==> src/rtl/seg7_scan_mux.sv <==
// 4-digit multiplexed 7-segment driver with blanking gap and frame-synchronous value latch.
// Optional LEADING_ZERO_BLANK_EN: suppress leading zero digits (digit 0 always shown).
module seg7_scan_mux #(
    parameter int REFRESH_DIV    = 50000,
    parameter int BLANK_CYC      = 500,
    parameter int SEG_ACTIVE_LOW = 1,
    parameter int AN_ACTIVE_LOW  = 1
) (
    input  logic        CLK,
    input  logic        RST,
    input  logic [15:0] BCD,
    input  logic        LOAD,
    output logic [6:0]  SEG,
    output logic        DP,
    output logic [3:0]  AN,
    output logic        FRAME_STB
);
    localparam int         CW      = $clog2(REFRESH_DIV);
    localparam logic [6:0] SEG_OFF = (SEG_ACTIVE_LOW != 0) ? 7'h7F : 7'h00;
    localparam logic [3:0] AN_OFF  = (AN_ACTIVE_LOW != 0) ? 4'hF : 4'h0;
    localparam logic       DP_OFF  = (SEG_ACTIVE_LOW != 0);

    // cnt/dig point at the slot position the outputs will show after the next edge
    logic [CW-1:0] cnt;
    logic [1:0]    dig;
    logic [15:0]   disp_val, pend_val, disp_nxt;
    logic          pending, commit, last_slot, blank, suppress;
    logic [3:0]    nib, an_on;
    logic [6:0]    seg_on;

    always_comb begin
        last_slot = (int'(cnt) == REFRESH_DIV - 1);
        blank     = (int'(cnt) < BLANK_CYC);
        commit    = FRAME_STB && pending;
        disp_nxt  = commit ? pend_val : disp_val;
        nib       = disp_nxt[{dig, 2'b00} +: 4];
        an_on     = 4'b0001 << dig;
`ifdef LEADING_ZERO_BLANK_EN
        suppress  = (dig != 2'd0) && ((disp_nxt >> {dig, 2'b00}) == 16'h0);
`else
        suppress  = 1'b0;
`endif
    end

    // active-high {g,f,e,d,c,b,a}; non-BCD nibbles render as a dash
    always_comb begin
        seg_on = 7'b1000000;
        case (nib)
            4'd0: seg_on = 7'b0111111;
            4'd1: seg_on = 7'b0000110;
            4'd2: seg_on = 7'b1011011;
            4'd3: seg_on = 7'b1001111;
            4'd4: seg_on = 7'b1100110;
            4'd5: seg_on = 7'b1101101;
            4'd6: seg_on = 7'b1111101;
            4'd7: seg_on = 7'b0000111;
            4'd8: seg_on = 7'b1111111;
            4'd9: seg_on = 7'b1101111;
            default: seg_on = 7'b1000000;
        endcase
    end

    always_ff @(posedge CLK) begin
        if (RST) begin
            cnt       <= '0;
            dig       <= 2'd0;
            disp_val  <= 16'h0;
            pend_val  <= 16'h0;
            pending   <= 1'b0;
            SEG       <= SEG_OFF;
            AN        <= AN_OFF;
            DP        <= DP_OFF;
            FRAME_STB <= 1'b0;
        end else begin
            cnt      <= last_slot ? '0 : cnt + 1'b1;
            if (last_slot)
                dig <= dig + 2'd1;
            disp_val <= disp_nxt;
            // a LOAD on the commit edge re-arms pending with the new value
            if (LOAD) begin
                pend_val <= BCD;
                pending  <= 1'b1;
            end else if (commit) begin
                pending  <= 1'b0;
            end
            if (blank || suppress) begin
                AN  <= AN_OFF;
                SEG <= SEG_OFF;
            end else begin
                AN  <= (AN_ACTIVE_LOW != 0) ? ~an_on : an_on;
                SEG <= (SEG_ACTIVE_LOW != 0) ? ~seg_on : seg_on;
            end
            DP        <= DP_OFF;
            FRAME_STB <= last_slot && (dig == 2'd3);
        end
    end
endmodule

==> config.mk <==
export PLATFORM = sky130hd
export DESIGN_NAME = seg7_scan_mux
export DESIGN_NICKNAME = d
export VERILOG_FILES = /design/src/rtl/seg7_scan_mux.sv
export SDC_FILE = /design/constraint.sdc
export NUM_CORES = 1
export LEC_CHECK = 0
export CAP_MARGIN = 40
export CORE_MARGIN = 4
export CORE_UTILIZATION = 59
export DETAILED_ROUTE_END_ITERATION = 12
export DONT_BUFFER_PORTS = 1
export GPL_ROUTABILITY_DRIVEN = 0
export PLACE_DENSITY_LB_ADDON = 0.15
export SYNTH_ARGS = -nofsm -noshare
export SYNTH_HDL_FRONTEND = slang
export SYNTH_SLANG_ARGS = --single-unit
==> constraint.sdc <==
create_clock -name CLK -period 5.5 [get_ports CLK]
set_clock_uncertainty 0.05 [all_clocks]
set_input_delay 1.1 -clock CLK [delete_from_list [all_inputs] [get_ports CLK]]
set_output_delay 1.1 -clock CLK [all_outputs]
set_load 0.02 [all_outputs]
==> metrics.md <==
| Metric | Value |
|---|---|
| Global-route wire length before repair | between 7000 and 8000 um |
| Share of async-settable or async-resettable flops after synthesis | 0% |
| Kind of end point of the critical path | flop |
| Top Ports | 32 |
| Leading register cell type out of synthesis | sky130_fd_sc_hd__dfxtp_1 |
| Die outline area | between 5000 and 6000 sq um |
| Final net count | approximately 290 |
| Summed instance area of the synthesized netlist | roughly 2700 sq um |
| Count leader, synth | sky130_fd_sc_hd__dfxtp_1 |
| Most area-hungry cell type in the Yosys netlist | sky130_fd_sc_hd__dfxtp_1 |
| Data arrival, critical path | 2.91 ns |
| Synth Warn # | 0 |
| Proportion of total power due to net switching | around a fifth |
| Critical setup path kind | reg -> reg |
| Fin Hold WS | 0.396 ns |
| Slowest stage delay, CP | about 0.7 ns |
| Global-route met1 utilization | 25.1% |
| Estimated wirelength of the detail-placed design | between 3000 and 4000 um |
| Number of vias after detailed routing | between 1500 and 2000 |
| Buffers from clock root to sink, at most | 2 |
| Peak clock frequency supported by timing | 370 MHz |
| Cts hold-fix bufs | 0 |
| Initial detailed-routing violation count | 90 |
| Number of global-route vias before repair | approximately 1700 |
| Largest fanout on the critical path | 20 |
| Count of final setup violators | 0 |
| Clock sink count | 63 |
| Std-Cell Core Area | about 4400 sq um |
| Post-CTS setup repair buffer count | 0 |
| TritonCTS Buffers | 9 |
| Combined buffer and inverter count along the critical path | 0 |
| Nets in the synthesized netlist | ~300 |
| Placed insts | 305 |
| List of cells traversed by the critical path | nand2_4, mux2i_1, mux4_1, ha_1, mux2_1, a32oi_1 |
| EDFF count, synth | 0 |
| Combinational share of power | 2.1% |
| Sum of negative setup slack | 0 ns |
| Dominant cells by area after synthesis | sky130_fd_sc_hd__dfxtp_1 47%, sky130_fd_sc_hd__mux2i_1 10%, sky130_fd_sc_hd__nor2_1 7.0%, sky130_fd_sc_hd__mux4_1 4.9%, sky130_fd_sc_hd__ha_1 4.7% |
| Classification of the worst-slack hold path | reg -> reg |
| Cell count after synthesis | approximately 270 |
| CTS tree | yes |
| VDD IR max | between 0.15 and 0.2 mV |
| Grt ovf | 0 |
| Detailed-router iteration count before antenna repair | 4 |
| Largest net degree at the start of global routing | 40 |
| Most crowded layer after global routing | met2 |
| Ratio of final minimum period to clock period | about half |
| Clock network fraction of total power | between 40% and 50% |
| Initial antenna violation count | 0 |
| Post-detailed-route via-to-cell ratio | ~5.6 |
| Starting Density | 61.3% |
| Endpoint required time on the critical path | roughly 5.7 ns |
| Row count | 24 |
| Gates resized, CTS repair | 0 |
| Deepest level of the CTS H-tree | 3 |
| Slowest stage cell, crit path | sky130_fd_sc_hd__dfxtp_1 |
| Average routed wire per standard cell | 14.6 um |
| Pwr per Cell Area | between 200 and 300 nW/um^2 |
| Number of distinct library cells after synthesis | 37 |
| Transition time of the tightest slew-check pin | around 0.84 ns |
| Ant diodes | 0 |
| Result of the run | finished, final reports clean |
| DRC violations left | 0 |
| Die height | 75.5 um |
| Category of the worst setup path launch point | flop |
| Sequential share of power | a little under three fifths |
| Max-slew violation count | 0 |
| Total global routing track utilization | between 10% and 20% |
| Net switching component of the power | approximately 0.18 mW |
| Fraction of layout cells with a size suffix above 1 | between 7 and 8% |
| Dominant delay contributor by cell family on the critical path | multiplexers |
| Clock transition at path regs | roughly 0.06 ns |
| Number of buffers added on ports | 0 |
| Unrepaired setup endpoints after global routing | no |
| Commonest cells in the netlist | 63 x sky130_fd_sc_hd__dfxtp_1, 50 x sky130_fd_sc_hd__nor2_1, 28 x sky130_fd_sc_hd__mux2i_1 |
| Routed WL | ~4700 um |
| Worst max-slew margin expressed relative to the limit | 44.0% |
| Clock root cell | sky130_fd_sc_hd__clkbuf_8 |
| Count of non-filler cells in the finished layout | 320 |
| Avg Inst Size Synth | 10.1 sq um |
| Internal Power | 0.675 mW |
| #FFs+latches synth | 63 |
| Antenna-violating nets left | 0 |
| Layout overhead on the synthesized area | 5.68% |
| Hold Violations, Final | 0 |
| Clock latency reported for the late side of the worst-skew pair | 0.33 ns |
| Portion of synthesized cell area occupied by the leading cell type | 46.9% |
| Die width | 75.5 um |
| Tmin final | between 2 and 3 ns |
| Met2 usage | 28.0% |
| Number of max-cap violations | 0 |
| Leakage power total | ~1.2 nW |
| Met3 capacity usage during global routing | between 7 and 8% |
| Portion of the post-synthesis area used by sequential elements | 46.9% |
[power by group through the flow]
| stage | registers [mW] | logic [mW] | clock network, mW |
|---|---|---|---|
| after floorplan | 0.480 | 0.0256 | 0 |
| after global placement | 0.484 | 0.0173 | 0 |
| after detailed placement | 0.484 | 0.0180 | 0 |
| after CTS | 0.474 | 0.0181 | 0.371 |
| after global routing | 0.475 | 0.0208 | 0.396 |
| final | 0.474 | 0.0178 | 0.359 |
[worst paths after layout]
check	from	to	slack [ns]	depth (start not counted)
setup / recovery	FRAME_STB	SEG[4]	2.79	6
hold / removal	disp_val[15]	disp_val[15]	0.40	2
setup reg to reg	FRAME_STB	SEG[4]	2.79	6
hold reg to reg	disp_val[15]	disp_val[15]	0.40	2
[tightest hold or removal path, stage by stage (launching register included)]
cell	delay, ns
sky130_fd_sc_hd__dfxtp_1	0.30
sky130_fd_sc_hd__nand2_1	0.05
sky130_fd_sc_hd__a21oi_1	0.05
[final cells by class]
cell class | count | area, sq um
Tap cell | 52 | 65.1
Clock buffer | 15 | 176
Fill cell | 361 | 1550
Sequential cell | 63 | 1260
Inverter | 9 | 33.8
Multi-Input combinational cell | 181 | 1300
[stage by stage]
stage | setup WS [ns] | area, sq um | power [mW] | util [%]
after global routing | 2.60 | 2840 | 0.892 | 64.8
after global placement | 2.86 | 2660 | 0.501 | 60.7
after detailed placement | 2.79 | 2660 | 0.502 | 60.7
after CTS | 2.77 | 2840 | 0.863 | 64.8
after floorplan | 3.14 | 2690 | 0.506 | -
final | 2.79 | 2840 | 0.851 | 64.8
[registers in the layout, indices dropped and copies added (netlist names)]
signal and flops:
FRAME_STB 1, pend_val 16, cnt 16, dig 2, pending 1, SEG 7
disp_val 16, AN 4
[cell usage in the layout (no fill, tap or decap), types with 8 or more instances in the layout]
| cell type | count |
|---|---|
| sky130_fd_sc_hd__a21oi_1 | 11 |
| sky130_fd_sc_hd__clkbuf_8 | 12 |
| sky130_fd_sc_hd__dfxtp_1 | 63 |
| sky130_fd_sc_hd__ha_1 | 10 |
| sky130_fd_sc_hd__inv_1 | 8 |
| sky130_fd_sc_hd__mux2i_1 | 28 |
| sky130_fd_sc_hd__nand2_1 | 16 |
| sky130_fd_sc_hd__nand3_1 | 15 |
| sky130_fd_sc_hd__nor2_1 | 50 |
| sky130_fd_sc_hd__xnor2_1 | 10 |
[routing by layer]
metal	up-vias	routed length, um
li1	904	-
met1	822	2270
met2	40	2070
met3	12	233
met4	0	100
met5	-	0
[logic make-up (layout without fill, tap and decap cells)]
| logic type | count (synthesis) | in the layout | synth area share (%) |
|---|---|---|---|
| simple gates | 99 | 99 | 17.0 |
| flops | 63 | 63 | 46.9 |
| other cells | 1 | 1 | 0.140 |
| buf+inv | 23 | 24 | 4.56 |
| compound gates | 19 | 19 | 4.19 |
| xor+xnor | 15 | 15 | 4.89 |
| fa+ha+maj | 10 | 10 | 4.66 |
| mux | 37 | 37 | 17.6 |
Power figures use the tool's default switching activity.
